### config.mk
export PLATFORM = sky130hd
export DESIGN_NAME = alu_seq
export DESIGN_NICKNAME = d
export VERILOG_FILES = /design/src/rtl/alu_seq.sv
export SDC_FILE = /design/constraint.sdc
export NUM_CORES = 1
export LEC_CHECK = 0
export ABC_AREA = 0
export CAP_MARGIN = 10
export CELL_PAD_IN_SITES_DETAIL_PLACEMENT = 1
export CELL_PAD_IN_SITES_GLOBAL_PLACEMENT = 1
export CORE_ASPECT_RATIO = 0.6
export CORE_MARGIN = 3
export CORE_UTILIZATION = 43
export DETAILED_ROUTE_END_ITERATION = 10
export GPL_TIMING_DRIVEN = 0
export PLACE_DENSITY_LB_ADDON = 0.1
export SYNTH_ARGS = -nofsm -noshare
export SYNTH_HDL_FRONTEND = slang
export SYNTH_SLANG_ARGS = --single-unit
### constraint.sdc
create_clock -name clk -period 3.7 [get_ports clk]
set_input_delay 0.74 -clock clk [delete_from_list [all_inputs] [get_ports clk]]
set_output_delay 0.74 -clock clk [all_outputs]
set_load 0.05 [all_outputs]
### src/rtl/alu_seq.sv
// Registered ALU: logic/arithmetic ops finish in one clock, SLL/SRL shift
// one bit per clock. start/ready/done handshake toward the datapath controller.
module alu_seq #(
  parameter int WIDTH = 32,
  parameter int SHW   = 5
) (
  input  logic             clk,
  input  logic             rst_n,
  input  logic             start,
  input  logic [3:0]       op,
  input  logic [WIDTH-1:0] a,
  input  logic [WIDTH-1:0] b,
  input  logic [SHW-1:0]   shamt,
  output logic             ready,
  output logic             done,
  output logic [WIDTH-1:0] result,
  output logic             zero,
  output logic             illegal
);

  localparam logic [3:0] OP_AND = 4'b0000;
  localparam logic [3:0] OP_OR  = 4'b0001;
  localparam logic [3:0] OP_ADD = 4'b0010;
  localparam logic [3:0] OP_JR  = 4'b0011;
  localparam logic [3:0] OP_SLL = 4'b0100;
  localparam logic [3:0] OP_SRL = 4'b0101;
  localparam logic [3:0] OP_SUB = 4'b0110;
  localparam logic [3:0] OP_SLT = 4'b0111;

  typedef enum logic {IDLE, SHIFT} state_t;

  state_t           state, state_nx;
  logic [SHW-1:0]   count;
  logic [WIDTH-1:0] shreg;
  logic             dir_right;

  logic             load_result;
  logic             load_shift;
  logic [WIDTH-1:0] res_nx;
  logic             ill_nx;
  logic [WIDTH-1:0] shift_nx;

  // Single-cycle ops; returns {illegal, result}. Unknown opcodes yield 0.
  function automatic logic [WIDTH:0] alu_eval(input logic [3:0] f_op,
                                              input logic [WIDTH-1:0] f_a,
                                              input logic [WIDTH-1:0] f_b);
    logic signed [WIDTH-1:0] sa;
    logic signed [WIDTH-1:0] sb;
    logic [WIDTH:0]          r;
    sa = f_a;
    sb = f_b;
    r  = '0;
    case (f_op)
      OP_AND:  r[WIDTH-1:0] = f_a & f_b;
      OP_OR:   r[WIDTH-1:0] = f_a | f_b;
      OP_ADD:  r[WIDTH-1:0] = f_a + f_b;
      OP_SUB:  r[WIDTH-1:0] = f_a - f_b;
      OP_SLT:  r[WIDTH-1:0] = {{(WIDTH-1){1'b0}}, (sa < sb)};
      OP_JR:   r[WIDTH-1:0] = f_a;
      default: r[WIDTH]     = 1'b1;
    endcase
    return r;
  endfunction

  assign ready    = (state == IDLE);
  assign shift_nx = dir_right ? (shreg >> 1) : (shreg << 1);

  always_ff @(posedge clk or negedge rst_n) begin
    if (!rst_n) state <= IDLE;
    else        state <= state_nx;
  end

  always_comb begin
    state_nx    = state;
    load_result = 1'b0;
    load_shift  = 1'b0;
    res_nx      = '0;
    ill_nx      = 1'b0;
    case (state)
      IDLE: begin
        if (start) begin
          if (op == OP_SLL || op == OP_SRL) begin
            if (shamt == '0) begin
              load_result = 1'b1;
              res_nx      = b;
            end else begin
              load_shift = 1'b1;
              state_nx   = SHIFT;
            end
          end else begin
            load_result      = 1'b1;
            {ill_nx, res_nx} = alu_eval(op, a, b);
          end
        end
      end
      SHIFT: begin
        // count==1 means this edge performs the last shift
        if (count == SHW'(1)) begin
          load_result = 1'b1;
          res_nx      = shift_nx;
          state_nx    = IDLE;
        end
      end
      default: state_nx = IDLE;
    endcase
  end

  always_ff @(posedge clk or negedge rst_n) begin
    if (!rst_n) begin
      done      <= 1'b0;
      result    <= '0;
      zero      <= 1'b0;
      illegal   <= 1'b0;
      count     <= '0;
      shreg     <= '0;
      dir_right <= 1'b0;
    end else begin
      done <= load_result;
      if (load_result) begin
        result  <= res_nx;
        zero    <= (res_nx == '0);
        illegal <= ill_nx;
      end
      if (load_shift) begin
        shreg     <= b;
        count     <= shamt;
        dir_right <= (op == OP_SRL);
      end else if (state == SHIFT) begin
        shreg <= shift_nx;
        count <= count - SHW'(1);
      end
    end
  end

endmodule

==> results.txt <==
----------------------------------------------------
[Synth]
  Most instantiated flip-flop cell in the synthesis netlist ... sky130_fd_sc_hd__dfrtp_1
  Area of the mapped netlist ... roughly 10000 um^2
  Mean instance size in the synthesized netlist ... 7.40 um^2
  Sequential area share after synthesis ... 18.6%
  Number of synthesized register bits ... between 70 and 80
  Synth Instances ... 1,349
  FFs w/ async S/R, synth ... 100%
  Number of enable-type register cells in the synthesized netlist ... 0
  Top cells by count, synth ... sky130_fd_sc_hd__nand2_1, sky130_fd_sc_hd__a21oi_1, sky130_fd_sc_hd__ha_1, sky130_fd_sc_hd__inv_1, sky130_fd_sc_hd__o21ai_0
  Largest area contributor in the netlist ... sky130_fd_sc_hd__dfrtp_1
  Fraction of synthesized cell area taken by the top area cell type ... 18.6%
  Synth cell types ... 84
  Synth area leaders ... sky130_fd_sc_hd__dfrtp_1, sky130_fd_sc_hd__ha_1, sky130_fd_sc_hd__a21oi_1
  Synthesis warning total ... 0
  Cell with the most instances after synthesis ... sky130_fd_sc_hd__nand2_1
  Net count after synthesis ... 1,537

[Global routing]
  Wire length of the first global-routing pass ... 84.8 mm
  Combined global-route utilization of all metal layers ... 45.5%
  Leftover overflow at the end of global routing ... 0
  Antenna violations before repair ... 1
  Pin count of the biggest net entering global routing ... 43
  Number of global-route vias before repair ... about 13,000

[Floorplanning]
  Effective utilization at floorplan ... around 44%
  Full die area ... 25,100 um^2
  I/O pin count ... roughly 110
  Core Rows ... 42
  Chip Height ... 124 um
  Core area ... 22,400 um^2
  Die Span X ... 203 um

[Clock network]
  Root Buffer ... sky130_fd_sc_hd__clkbuf_16
  Clock Path Buffers ... 2
  CTS tree ... built
  Clk pin slew, worst setup/hold paths ... 0.06 ns
  Hold bufs inserted after CTS ... 0
  Worst skew pair latency ... 0.35 ns
  H-tree depth reported by CTS ... 3
  Sinks on the clock net ... 74
  Total clock buffers created by CTS ... 9

[Detailed routing]
  Number of detailed-routing iterations run before antenna repair ... 8
  Antenna Nets Post-Route ... 0
  Average via count per standard cell ... 7.18
  Detailed-route wire length per cell ... 32.6 um
  Total number of vias ... around 13,000
  Total routed wirelength ... between 50 and 60 mm
  Residual DRC count ... 0
  Iteration-0 DRC Markers ... 2,000

[Pwr]
  Post-layout power ... 6370 uW
  Pint ... about 3000 uW
  Switching power ... 3360 uW
  Cell Pwr Density ... about 480 nW/um^2
  Share of total power in sequential cells ... 22.8%
  Comb power frac ... 64.8%
  Clk pwr share ... between 10% and 20%
  IR Drop Worst-Case VDD ... 0.597 mV
  Leak ... 0.00565 uW
  Net Sw Frac ... 52.7%

[Finish]
  FF/Latch Area ... between 1500 and 2000 um^2
  Area of the multi-input gates ... 8500 um^2
  Final net count ... 1,703
  Fillcell total ... 2,753
  Post-route cell area ... 13,400 um^2
  Growth of design area from synthesis to finish ... 33.8%
  Proportion of layout cells with a drive suffix above 1 ... about 25%
  Util after Layout ... about three fifths

[STA]
  Achievable clock frequency ... approximately 260 MHz
  Headroom to the max-slew limit ... 18.4%
  Fin. Hold Viols ... 0
  Clock period minus worst slack ... 3.90 ns
  Total of endpoints with negative setup slack in the final report ... 2
  Layout Skew ... 0.00967 ns
  Final worst-path cycle share ... 105%
  Setup TNS ... -0.219 ns
  Actual slew at the worst max-slew pin ... 1.22 ns
  Final Slew Violations ... 0
  Worst Setup Slack, final ... -0.198 ns
  Setup repair after global routing missed its margin ... true

[Placed design]
  Placement-stage cell area ... 11,500 um^2
  Number of port buffers ... 111
  Final HPWL from detailed placement ... around 44 mm
  Global placer's final weighted congestion ... 1.03

[Critical path]
  Critical Path RT ... 3.97 ns
  Max Fanout on Critical Path ... 10
  Critical Path Source Type ... input pin
  Crit Path Category ... in -> reg
  Critical path arrival ... 4.17 ns
  Type of destination of the critical path ... flip-flop

[Run]
  Max_cap viols ... 0

[Outcome]
  Violated checks ... negative setup slack
  Result of the run ... complete, but fails checks

[Hold path]
  Worst min path class ... in -> async

----------------------------------------------------
## cell families after synthesis
family / count (synthesis) / share of synthesized area, %
flip-flops: 74 / 18.6
XOR/XNOR: 14 / 1.23
buffers and inverters: 202 / 7.65
AO/OA/AOI/OAI: 497 / 34.0
AND/OR/NAND/NOR: 413 / 20.5
adder cells (fa/ha/maj): 112 / 14.2
multiplexers: 37 / 3.91
## power by group through the flow
stage	clock network, uW	logic, uW	registers [uW]
2_1_floorplan	0	1680	1910
3_3_place_gp	0	3440	1410
3_5_place_dp	0	3530	1430
4_1_cts	778	3840	1430
5_1_grt	816	4290	1480
6_report	791	4120	1450
## metal layers
layer	vias to the layer above	track usage, %	share of wire (%)
met4	2	10.3	3.0
met1	6546	62.1	41
met3	195	24.1	17
met5	-	0	0.022
li1	5317	-	-
met2	1065	62.9	39
## critical path: stages
cell,delay (ns)
sky130_fd_sc_hd__clkdlybuf4s50_1,0.64
sky130_fd_sc_hd__clkbuf_4,0.30
sky130_fd_sc_hd__nand3b_1,0.26
sky130_fd_sc_hd__buf_4,0.31
sky130_fd_sc_hd__buf_4,0.30
sky130_fd_sc_hd__nor3_1,0.08
sky130_fd_sc_hd__nor3_1,0.26
sky130_fd_sc_hd__o211ai_1,0.18
sky130_fd_sc_hd__buf_4,0.21
sky130_fd_sc_hd__a21oi_1,0.21
sky130_fd_sc_hd__nand2_1,0.13
sky130_fd_sc_hd__nor4_4,0.25
sky130_fd_sc_hd__nand4_1,0.13
sky130_fd_sc_hd__o21ai_1,0.14
## area by class of cell
cell class                 instances  area share [%]
antenna                            1          0.0187
buffer                            79            3.50
clock buffer                      12            1.77
clock inverter                     3           0.131
inverter                         112            3.30
multi-input combinational       1073            63.7
sequential                        74            13.9
tap                              308            2.89
timing repair buffer             166            10.8
## worst paths after layout
| check | startpoint | end | slack [ns] | cells past startpoint |
|---|---|---|---|---|
| max in group asynchronous | rst_n | shreg[3]$_DFFE_PN0P_ | 2.77 | 2 |
| setup reg to reg | dir_right$_DFFE_PN0P_ | zero$_DFFE_PN0P_ | -0.12 | 13 |
| hold reg to reg | result[10]$_DFFE_PN0P_ | result[10]$_DFFE_PN0P_ | 0.48 | 2 |
| setup / recovery | op[0] | zero$_DFFE_PN0P_ | -0.20 | 14 |
| min in group clk | result[10]$_DFFE_PN0P_ | result[10]$_DFFE_PN0P_ | 0.48 | 2 |
| hold / removal | rst_n | result[27]$_DFFE_PN0P_ | 0.35 | 1 |
## layout by cell type, fill, tap and decap left out, types with 21 or more instances in the layout
| cell type | n |
|---|---|
| sky130_fd_sc_hd__a21oi_1 | 94 |
| sky130_fd_sc_hd__dfrtp_1 | 74 |
| sky130_fd_sc_hd__nand2_1 | 136 |
| sky130_fd_sc_hd__nand3_1 | 21 |
| sky130_fd_sc_hd__clkbuf_1 | 25 |
| sky130_fd_sc_hd__nor3_1 | 25 |
| sky130_fd_sc_hd__buf_4 | 63 |
| sky130_fd_sc_hd__ha_4 | 21 |
| sky130_fd_sc_hd__o221ai_1 | 28 |
| sky130_fd_sc_hd__clkdlybuf4s50_1 | 54 |
| sky130_fd_sc_hd__inv_1 | 83 |
| sky130_fd_sc_hd__o21ai_0 | 82 |
| sky130_fd_sc_hd__inv_2 | 21 |
| sky130_fd_sc_hd__ha_1 | 80 |
| sky130_fd_sc_hd__clkbuf_2 | 33 |
| sky130_fd_sc_hd__nor2_1 | 85 |
| sky130_fd_sc_hd__a21o_1 | 29 |
| sky130_fd_sc_hd__a22oi_1 | 28 |
## state kept, by name, indices dropped and copies added (netlist names)
signal and flops:
dir_right 1, shreg 32, illegal 1, zero 1
state 1, done 1, count 5, result 32
## stage by stage
step	hold slack (ns)	worst slack (ns)	instances
2_1_floorplan	0.444	0.0379	1349
3_3_place_gp	0.458	-1.93	1768
3_5_place_dp	0.467	-1.88	1769
4_1_cts	0.362	0.00208	1808
5_1_grt	0.373	-0.248	1827
6_report	0.346	-0.198	1828
## timing repair
| action | in CTS | in global routing |
|---|---|---|
| pin swaps | 43 | 32 |
| endpoints found under the setup margin | 41 | 10 |
| gates resized for setup | 392 | 124 |
| setup buffers | 34 | 20 |
(Power assumes the default switching activity.)
